==> src/rtl/systolic_array_scheduler.sv <==
// Job sequencer for an NxN bfloat16 systolic grid: clears the PEs, meters operand beats,
// fans each beat out as a diagonal start wavefront, then drains and hands back a done token.
module systolic_array_scheduler #(
  parameter int N        = 4,
  parameter int KW       = 8,
  parameter int PE_LAT   = 3,
  parameter int BEAT_GAP = 1
) (
  input  logic           clk,
  input  logic           reset,
  input  logic           cmd_valid,
  input  logic [KW-1:0]  cmd_k,
  output logic           cmd_ready,
  input  logic           abort,
  output logic           op_req,
  input  logic           op_valid,
  output logic [KW-1:0]  beat_idx,
  output logic [N*N-1:0] pe_start,
  output logic           pe_clear,
  output logic           busy,
  output logic           done_valid,
  input  logic           done_ready
);

  localparam int WW        = 2*N - 1;
  localparam int DRAIN_CYC = 2*N - 2 + PE_LAT;
  localparam int DW        = (DRAIN_CYC > 0) ? $clog2(DRAIN_CYC + 1) : 1;
  localparam int GW        = (BEAT_GAP > 1) ? $clog2(BEAT_GAP) : 1;

  typedef enum logic [2:0] {
    ST_IDLE  = 3'd0,
    ST_CLEAR = 3'd1,
    ST_FEED  = 3'd2,
    ST_DRAIN = 3'd3,
    ST_DONE  = 3'd4
  } state_t;

  state_t          state_r;
  state_t          state_nxt_s;
  logic [KW-1:0]   beats_left_r;
  logic [KW-1:0]   beat_idx_r;
  logic [GW-1:0]   gap_r;
  logic [DW-1:0]   drain_r;
  logic [WW-1:0]   wave_r;
  logic [WW-1:0]   wave_nxt_s;
  logic            abort_clr_r;
  logic            fire_s;
  logic            last_fire_s;

  assign fire_s      = op_req && op_valid;
  assign last_fire_s = fire_s && (beats_left_r == KW'(1));
  assign beat_idx    = beat_idx_r;

  // PE(i,j) sees the beat i+j cycles after PE(0,0)
  for (genvar i = 0; i < N; i++) begin : g_row
    for (genvar j = 0; j < N; j++) begin : g_col
      assign pe_start[i*N+j] = wave_r[i+j];
    end
  end

  // State register
  always_ff @(posedge clk or posedge reset) begin
    if (reset) begin
      state_r <= ST_IDLE;
    end else begin
      state_r <= state_nxt_s;
    end
  end

  // Next-state logic; abort overrides every state
  always_comb begin
    state_nxt_s = state_r;
    if (abort) begin
      state_nxt_s = ST_IDLE;
    end else begin
      case (state_r)
        ST_IDLE:  if (cmd_valid) state_nxt_s = ST_CLEAR; else state_nxt_s = ST_IDLE;
        ST_CLEAR: if (beats_left_r != KW'(0)) state_nxt_s = ST_FEED; else state_nxt_s = ST_DONE;
        ST_FEED:  if (last_fire_s) state_nxt_s = ST_DRAIN; else state_nxt_s = ST_FEED;
        ST_DRAIN: if (drain_r == DW'(0)) state_nxt_s = ST_DONE; else state_nxt_s = ST_DRAIN;
        ST_DONE:  if (done_ready) state_nxt_s = ST_IDLE; else state_nxt_s = ST_DONE;
        default:  state_nxt_s = ST_IDLE;
      endcase
    end
  end

  // Output decode
  always_comb begin
    cmd_ready  = 1'b0;
    op_req     = 1'b0;
    busy       = 1'b1;
    done_valid = 1'b0;
    pe_clear   = (state_r == ST_CLEAR) || abort_clr_r;
    case (state_r)
      ST_IDLE: begin
        cmd_ready = !abort;
        busy      = 1'b0;
      end
      ST_FEED:  op_req = (gap_r == GW'(0)) && (beats_left_r != KW'(0)) && !abort;
      ST_DONE:  done_valid = 1'b1;
      default:  busy = 1'b1;
    endcase
  end

  // Wavefront shift-in of the fire strobe
  always_comb begin
    wave_nxt_s    = wave_r << 1;
    wave_nxt_s[0] = fire_s;
  end

  // Beat counters, gap metering, drain timer and wavefront
  always_ff @(posedge clk or posedge reset) begin
    if (reset) begin
      beats_left_r <= KW'(0);
      beat_idx_r   <= KW'(0);
      gap_r        <= GW'(0);
      drain_r      <= DW'(0);
      wave_r       <= WW'(0);
      abort_clr_r  <= 1'b0;
    end else if (abort) begin
      beats_left_r <= KW'(0);
      beat_idx_r   <= KW'(0);
      gap_r        <= GW'(0);
      drain_r      <= DW'(0);
      wave_r       <= WW'(0);
      abort_clr_r  <= 1'b1;
    end else begin
      abort_clr_r <= 1'b0;
      wave_r      <= wave_nxt_s;
      if (state_r == ST_IDLE && cmd_valid) begin
        beats_left_r <= cmd_k;
        beat_idx_r   <= KW'(0);
      end else if (fire_s) begin
        beats_left_r <= beats_left_r - KW'(1);
        beat_idx_r   <= beat_idx_r + KW'(1);
      end else begin
        beats_left_r <= beats_left_r;
        beat_idx_r   <= beat_idx_r;
      end
      if (fire_s) begin
        gap_r <= GW'(BEAT_GAP - 1);
      end else if (gap_r != GW'(0)) begin
        gap_r <= gap_r - GW'(1);
      end else begin
        gap_r <= gap_r;
      end
      if (last_fire_s) begin
        drain_r <= DW'(DRAIN_CYC);
      end else if (state_r == ST_DRAIN && drain_r != DW'(0)) begin
        drain_r <= drain_r - DW'(1);
      end else begin
        drain_r <= drain_r;
      end
    end
  end

endmodule

==> config.mk <==
export PLATFORM = sky130hd
export DESIGN_NAME = systolic_array_scheduler
export DESIGN_NICKNAME = d
export VERILOG_FILES = /design/src/rtl/systolic_array_scheduler.sv
export SDC_FILE = /design/constraint.sdc
export NUM_CORES = 1
export LEC_CHECK = 0
export BUFFER_PORTS_ARGS = -buffer_cell sky130_fd_sc_hd__buf_2
export CAP_MARGIN = 30
export CORE_ASPECT_RATIO = 0.6
export CORE_MARGIN = 2
export CORE_UTILIZATION = 40
export DETAILED_ROUTE_END_ITERATION = 10
export SETUP_SLACK_MARGIN = 0.02
export SYNTH_ARGS = -nofsm -noshare
export SYNTH_HDL_FRONTEND = slang
export SYNTH_SLANG_ARGS = --single-unit
==> constraint.sdc <==
create_clock -name clk -period 2.65 [get_ports clk]
set_clock_uncertainty 0.15 [all_clocks]
set_input_delay 0.53 -clock clk [delete_from_list [all_inputs] [get_ports clk]]
set_output_delay 0.53 -clock clk [all_outputs]
set_load 0.05 [all_outputs]
==> results.md <==
* Final WL at 4.15 mm
* Maximum VDD drop at 0.241 mV
* Vias in the first global route at approximately 1,400
* Min-Delay Path Class: in -> async
* R2R Path End: beats_left_r[3]$_DFFE_PP0P_
* Port Buf Inserts at 42
* Fill cell count at 426
* Ant diodes at 0
* Post-CTS Hold Buffers at 0
* Setup crit end kind: output port
* Syn Area/Cell at between 9 and 10 um2
* Initial Utilization at 0.424
* # IOs at 43
* Largest net degree at the start of global routing at 32
* Critical path's largest stage delay at 0.58 ns
* Leakage at just over 0.001 uW
* Pins Over Slew Limit at 0
* Nets@finish at around 240
* Most frequent cell after synthesis: dfrtp_1
* Drt initial violations at between 70 and 80
* Cell area after layout at between 0.002 and 0.0025 mm2
* Worst-margin pin slew at roughly 0.53 ns
* Delay-heaviest family, CP: flip-flops
* Number of synthesized flops with an enable pin at 0
* Critical-path maximum fanout at 11
* Ys flop type: dfrtp_1
* # H-tree levels at 2
* Synth Instances at roughly 180
* Status: finished clean
* Slew Limit Headroom at 0.641
* RSZ-0062 raised after global routing: no
* CTS Sinks at 31
* Yosys warns at 0
* Post-synth top area cell: dfrtp_1
* Power per Cell Area at 552 mW/mm2
* R2R depth at 7
* First-pass GRT wire length at 6.95 mm
* Buffer levels on the longest clock path at 2
* Seq/Total Area, Yosys at 0.437
* Synth unique cells at 48
* Syn Nets at 202
* Crit path DAT at roughly 1.8 ns
* DR pass1 iterations at 4
* Initial antenna violation count at 0
* Die width at 90.0 um
* Max-Cap Viols at 0
* CP bufs+invs at 1
* Final Wtd Congestion at 0.792
* Layout cells sized above 1 at 0.327
* CP max stage cell: dfrtp_1
* Endpoints failing setup at 0
* Hold Fails Final Rpt at 0
* Minimum clock period at 2.46 ns
* Total core area at 0.00419 mm2
* Detail Route Antenna Nets at 0
* WS Path Type: reg -> out
* TritonCTS buffer count at 5
* Die Height at 55.6 um
* Worst flop-to-flop path startpoint: beats_left_r[0]$_DFFE_PP0P_
* Most common library cells after synthesis: 31 x dfrtp_1, 15 x nand2_1, 13 x nor2_1
* Cell Area, Synth at 0.00178 mm2
* Multi-input logic area at 883 um2
* Clock insertion delay at the later pin of the skew report at 0.28 ns
* Reg2Reg Setup Slack at 0.22 ns
* Area post-placement at 0.00201 mm2
* DPL Wire Length at 2.97 mm
* Gr usage total at 0.174
* Site Rows at 18
* Area contributors post-synth: dfrtp_1 44%, buf_4 3.8%, ha_1 3.5%
* Average via count per standard cell at 5.30
* Peak Freq at just over 0.4 GHz
* Worst setup SP type: register
* Async set or reset register ratio after synthesis at 1.00
* Reg clk slew, reported paths at 0.07 ns
* Total negative slack at 0 ns
* CTS tree: done
* Via count at roughly 1,500
* Top cell type's share of synthesized area at 0.437
* CP Data Required Time at 1.97 ns
* Grt total ovfl at 0
* Die ar. at 0.00501 mm2
* Clk root buf: clkbuf_8
* Drt wl/cell at 14.5 um
* Synth-to-Final Area Change at 20.6%
* DR DRC count at 0
* Tcrit/Tclk final at 0.928
* Seq cells post-synth at 31
* Register Area at roughly 780 um2
* Crit-path cells: or4b_1 -> a21oi_1 -> buf_2
where the power goes:
group / switching [uW] / internal [uW]
registers: 34.4 / 492
clock network: 174 / 237
logic: 154 / 91.1
placed cells by master, fill, tap and decap left out, drive strengths merged, types with 5 or more instances in the layout:
cell type,count
or4,5
nor2b,7
nand2,15
buf,50
ha,5
nor3,9
inv,9
a21oi,8
dfrtp,31
nor2,13
or3,5
clkbuf,8
registers in the layout (all words and copies together), names as in the netlist:
signal and cells:
state_r 3, beats_left_r 8, beat_idx 8, wave_r 7, drain_r 4, abort_clr_r 1
timing repair:
item	4_1_cts	5_1_grt
setup endpoints to repair	0	2
gates resized for setup	0	1
buffers inserted	0	3
routing by layer:
metal,part of all wire,up-vias,global-route usage
met3,0.047,5,0.0488
li1,-,740,-
met2,0.40,28,0.229
met4,0.0060,0,0.0396
met1,0.54,744,0.277
met5,0,-,0
worst max path at each step:
stage                                           start                           to  cells after the start
final                            state_r[1]$_DFF_PP0_                       op_req                      3
after global routing             state_r[1]$_DFF_PP0_                       op_req                      3
after CTS                 beats_left_r[0]$_DFFE_PP0P_                       op_req                      5
after detailed placement  beats_left_r[0]$_DFFE_PP0P_  beats_left_r[1]$_DFFE_PP0P_                      7
after global placement    beats_left_r[0]$_DFFE_PP0P_  beats_left_r[1]$_DFFE_PP0P_                      7
after floorplan                                 abort                       op_req                      2
through the flow:
step / setup slack, ns / util / hold WS (ns) / power, uW / instances
final: 0.190 / 0.511 / 0.174 / 1180 / 286
after global routing: 0.0848 / 0.511 / 0.206 / 1240 / 286
after CTS: 0.121 / 0.504 / 0.188 / 1190 / 283
after detailed placement: 0.213 / 0.481 / 0.345 / 775 / 275
after global placement: 0.225 / 0.481 / 0.331 / 776 / 275
after floorplan: 0.105 / - / 0.411 / 697 / 183
final cells by class:
cell class              instances  share of cell area
multi-input cells             128               0.413
repair buffers                 50               0.126
inverters                       9              0.0169
flip-flops and latches         31               0.362
clock buffers                   8              0.0468
well taps                      60              0.0351
cells by family (layout without fill, tap and decap cells):
kind of cell	Yosys count	after routing	share of synthesized area
adder cells (fa/ha/maj)	5	5	0.0352
buffers and inverters	24	67	0.0719
AND/OR/NAND/NOR	84	84	0.284
multiplexers	5	5	0.0289
flip-flops	31	31	0.437
XOR/XNOR	6	6	0.0296
AO/OA/AOI/OAI	28	28	0.113
worst reg2reg max path: cells and delay by family (launching register included):
family	cells	cell delay [ns]
and+or+nand+nor	2	0.78
AOI/OAI and AO/OA	2	0.41
DFF	1	0.41
adders and majority gates	1	0.31
buffers and inverters	2	0.28
(Power assumes the default switching activity.)
